`config.mk`:
```
export PLATFORM = sky130hd
export DESIGN_NAME = regfile_sb
export DESIGN_NICKNAME = d
export VERILOG_FILES = /design/src/rtl/regfile_pkg.sv /design/src/rtl/regfile_read_port.sv /design/src/rtl/regfile_sb.sv
export SDC_FILE = /design/constraint.sdc
export NUM_CORES = 1
export LEC_CHECK = 0
export ABC_AREA = 0
export CAP_MARGIN = 20
export CORE_AREA = 2 2 200 202
export CTS_CLUSTER_SIZE = 12
export DETAILED_ROUTE_END_ITERATION = 10
export DIE_AREA = 0 0 202 204
export DONT_BUFFER_PORTS = 1
export PLACE_DENSITY = 0.52
export SLEW_MARGIN = 15
export SYNTH_ARGS = -nofsm -noshare
export SYNTH_HDL_FRONTEND = slang
export SYNTH_SLANG_ARGS = --single-unit
```
`constraint.sdc`:
```
create_clock -name clk -period 4.1 [get_ports clk]
set_input_delay 0.82 -clock clk [delete_from_list [all_inputs] [get_ports clk]]
set_output_delay 0.82 -clock clk [all_outputs]
set_load 0.02 [all_outputs]
```
`src/rtl/regfile_pkg.sv`:
```
// rtl/regfile_pkg.sv - default sizes and types for the scoreboarded register file
package regfile_pkg;

    localparam int REGFILE_DATA_W = 16;
    localparam int REGFILE_ADDR_W = 4;
    localparam int REGFILE_NUM_RD = 2;
    localparam int REGFILE_DEPTH  = 2 ** REGFILE_ADDR_W;

    typedef logic [REGFILE_ADDR_W-1:0] regfile_addr_t;
    typedef logic [REGFILE_DATA_W-1:0] regfile_data_t;

endpackage

```
`src/rtl/regfile_read_port.sv`:
```
// rtl/regfile_read_port.sv - one combinational read port with write bypass
// Honours REGFILE_ZERO_REG_EN: address 0 reads as 0 and never busy.
module regfile_read_port
    import regfile_pkg::*;
#(
    parameter int DATA_W = REGFILE_DATA_W,
    parameter int ADDR_W = REGFILE_ADDR_W,
    parameter int DEPTH  = 2 ** ADDR_W
) (
    input  logic [ADDR_W-1:0] rd_addr_i,
    input  logic [DATA_W-1:0] regs_i [DEPTH],
    input  logic [DEPTH-1:0]  busy_i,
    input  logic              wr_en_i,
    input  logic [ADDR_W-1:0] wr_addr_i,
    input  logic [DATA_W-1:0] wr_data_i,
    output logic [DATA_W-1:0] rd_data_o,
    output logic              rd_busy_o
);

    always_comb begin
        rd_data_o = regs_i[rd_addr_i];
        rd_busy_o = busy_i[rd_addr_i];
        // Writeback in flight this cycle is the newest value and retires the producer
        if (wr_en_i && (wr_addr_i == rd_addr_i)) begin
            rd_data_o = wr_data_i;
            rd_busy_o = 1'b0;
        end
`ifdef REGFILE_ZERO_REG_EN
        if (rd_addr_i == '0) begin
            rd_data_o = '0;
            rd_busy_o = 1'b0;
        end
`endif
    end

endmodule

```
`src/rtl/regfile_sb.sv`:
```
// rtl/regfile_sb.sv - multi-read-port register file with bypass and busy scoreboard
// Optional REGFILE_ZERO_REG_EN hardwires register 0 to zero and never busy.
module regfile_sb
    import regfile_pkg::*;
#(
    parameter int DATA_W = REGFILE_DATA_W,
    parameter int ADDR_W = REGFILE_ADDR_W,
    parameter int NUM_RD = REGFILE_NUM_RD,
    parameter int DEPTH  = 2 ** ADDR_W
) (
    input  logic                     clk,
    input  logic                     reset,
    input  logic [NUM_RD*ADDR_W-1:0] rd_addr,
    output logic [NUM_RD*DATA_W-1:0] rd_data,
    output logic [NUM_RD-1:0]        rd_busy,
    input  logic                     wr_en,
    input  logic [ADDR_W-1:0]        wr_addr,
    input  logic [DATA_W-1:0]        wr_data,
    input  logic                     set_busy,
    input  logic [ADDR_W-1:0]        set_addr,
    output logic [DEPTH-1:0]         busy_vec
);

    logic [DATA_W-1:0] regs_q [DEPTH];
    logic [DATA_W-1:0] regs_d [DEPTH];
    logic [DEPTH-1:0]  busy_q;
    logic [DEPTH-1:0]  busy_d;
    logic              wr_ok;
    logic              set_ok;

`ifdef REGFILE_ZERO_REG_EN
    assign wr_ok  = wr_en    && (wr_addr  != '0);
    assign set_ok = set_busy && (set_addr != '0);
`else
    assign wr_ok  = wr_en;
    assign set_ok = set_busy;
`endif

    always_comb begin
        for (int i = 0; i < DEPTH; i++) begin
            regs_d[i] = regs_q[i];
        end
        busy_d = busy_q;
        if (wr_ok) begin
            regs_d[wr_addr] = wr_data;
            busy_d[wr_addr] = 1'b0;
        end
        // Applied after the write so a same-address issue (newer producer) wins
        if (set_ok) begin
            busy_d[set_addr] = 1'b1;
        end
    end

    always_ff @(posedge clk) begin
        if (!reset) begin
            for (int i = 0; i < DEPTH; i++) begin
                regs_q[i] <= '0;
            end
            busy_q <= '0;
        end else begin
            for (int i = 0; i < DEPTH; i++) begin
                regs_q[i] <= regs_d[i];
            end
            busy_q <= busy_d;
        end
    end

    assign busy_vec = busy_q;

    for (genvar k = 0; k < NUM_RD; k++) begin : g_rd
        regfile_read_port #(
            .DATA_W (DATA_W),
            .ADDR_W (ADDR_W),
            .DEPTH  (DEPTH)
        ) u_port (
            .rd_addr_i (rd_addr[k*ADDR_W +: ADDR_W]),
            .regs_i    (regs_q),
            .busy_i    (busy_q),
            .wr_en_i   (wr_en),
            .wr_addr_i (wr_addr),
            .wr_data_i (wr_data),
            .rd_data_o (rd_data[k*DATA_W +: DATA_W]),
            .rd_busy_o (rd_busy[k])
        );
    end

endmodule

```
==> metrics.txt <==
max cap viols 0; Slew @ Worst Pin 1.12 ns; largest net degree at the start of global routing 273; Synth Flop Type dfxtp_1; post-route clock period utilization 81.0%; CP required 3.28 ns; Setup Buffers After CTS 0; post-route minimum period 3.32 ns; most common cell after layout, fill and taps aside nand2_1; worst min-delay path class input port to flop; Max VDD drop 0.388 mV; H-tree depth 1; Seq cells post-synth 272; FFs w/ async S/R, synth 0%; critical path fanouts, max 68; Filler Cells Inserted 3,792; placed instance count 1,954; CP Data Arrival Time 2.50 ns; syn_nets 1,600; Setup violations, final 0; FP Rows 73; Fin Setup TNS 0 ns; multi-input logic area 9170 um2; final clock skew 0 ns; layout cell share with drive strength beyond 1 13.6%; Port Buffers 0; Hold Fails Final Rpt 0; Slew headroom 24.8%; Pwr per Cell Area 358 nW/um2; Critical Path End Type primary output; Worst-path clk slew 0.06 ns; Slew Viols, Final 0; first-pass GRT wire length 72,700 um; Die Ht 204 um; Antenna Nets Post-Route 0; TritonCTS clock tree done; unrepaired setup endpoints after global routing no; Overflow after GRT 0; diode count 0; clk buf depth 3; maximum clock frequency 301 MHz; num ports 86; clock latency on the worst-skew pair 0.56 ns; drt drc 0; Yosys warning count 0; Avg Inst Size Synth 9.88 um2; gpl congestion 0.833; CORE AREA 39,200 um2; nets 1,497; Via-to-Cell Ratio 5.72; CP Launch Type input port; post_cts resized 0; EDFF count, synth 0; max incr delay on CP 0.74 ns; HPWL Detailed 28,300 um; Die Wd 202 um; final hold slack 0.391 ns; initial antenna violation count 0; number of global-route vias before repair 11,300; Register Area 5450 um2; clk sinks 272; Die Area 41,200 um2; Inserted Clock Buffers 30; Area Overhead vs Synth 6.51%; DR iter-0 viols 908; Synth cell types 35; detailed-route via count 11,500; cell count after synthesis 1,564; most frequent cells in the layout nand2_1 (528), dfxtp_1 (272), a21boi_0 (250), mux2i_1 (98), mux4_2 (95); hold_buf cts 0; root buf cell clkbuf_16; Slowest cell on crit path nor4_4; Detailed Routing Iterations Pass 1 5; Initial Util 39.4%; Non-Filler Instances 2,008; total track usage 23.4%; critical path type input port to primary output; status completed; Leakage 5.63 nW; crit path cell chain xor2_1, nor4_4, buf_4, mux2_4; Seq/Total Area, Yosys 35.2%; mapped cell area 15,500 um2; wire per inst 24.2 um; total wire length 48,600 um
==> sequential cells by signal (all words and copies together), names as in the netlist <==
register and cells:
busy_vec 16, regs_q 256
==> power breakdown <==
| group | leakage (nW) | switching [mW] | internal (mW) |
|---|---|---|---|
| registers | 2.20 | 0.0299 | 2.68 |
| logic | 2.92 | 0.129 | 0.183 |
| clock network | 0.515 | 1.14 | 1.74 |
| total | 5.63 | 1.29 | 4.60 |
==> area by class of cell <==
class | count | share of cell area [%]
clock inverter | 7 | 0.684
tap | 525 | 3.99
timing repair buffer | 19 | 0.867
clock buffer | 47 | 5.69
multi-input combinational | 1138 | 55.7
sequential | 272 | 33.1
==> metal layers <==
layer  wire length, um  global-route usage (%)  share of wire, %  vias to the layer above
li1                  -                       -                 -                     5307
met1             22000                    32.0                45                     5715
met2             21700                    37.6                45                      383
met3              3290                    4.32               6.8                       82
met4              1600                    7.38               3.3                        0
met5                 0                       0                 0                        -
==> cells in the mapped netlist, drive strengths merged (6+ instances only) <==
cell type / n / area [um2]
mux2i: 98 / 981
mux2: 32 / 420
mux4: 136 / 3220
dfxtp: 272 / 5450
a21boi: 256 / 1920
nor2b: 22 / 138
nor2: 15 / 73.8
xor2: 6 / 52.6
nand2: 528 / 1980
buf: 78 / 557
a22oi: 12 / 90.1
clkbuf: 76 / 285
==> worst max-delay path: cells and delay by family <==
family	cells	cell delay, ns
simple gates	1	0.74
mux	1	0.37
xor+xnor	1	0.17
buf+inv	1	0.36
==> worst paths after layout <==
kind | startpoint | endpoint | slack, ns | depth (start not counted)
worst min register to register | regs_q[239]$_SDFFE_PN0P_ | regs_q[239]$_SDFFE_PN0P_ | 0.47 | 2
worst min-delay path | wr_data[14] | regs_q[254]$_SDFFE_PN0P_ | 0.39 | 2
worst max-delay path | rd_addr[7] | rd_data[23] | 0.78 | 4
worst max register to register | busy_vec[5]$_SDFF_PN0_ | busy_vec[5]$_SDFF_PN0_ | 3.22 | 2
==> logic make-up after synthesis <==
logic type	after synthesis	share of synthesized area (%)
AO/OA/AOI/OAI	276	13.4
XOR/XNOR	8	0.453
buffers and inverters	154	5.45
flip-flops	272	35.2
multiplexers	266	29.9
AND/OR/NAND/NOR	588	15.5
==> stage by stage <==
step / instance area [um2] / util, % / power (mW) / setup WS [ns]
finish: 16500 / 42.0 / 5.90 / 0.777
global route: 16500 / 42.0 / 6.06 / 0.733
CTS: 16500 / 42.0 / 5.94 / 0.825
detailed placement: 15400 / 39.3 / 3.08 / 0.829
global placement: 15400 / 39.3 / 3.07 / 0.853
floorplan: 15500 / - / 3.19 / 1.02
(Power assumes the default switching activity.)
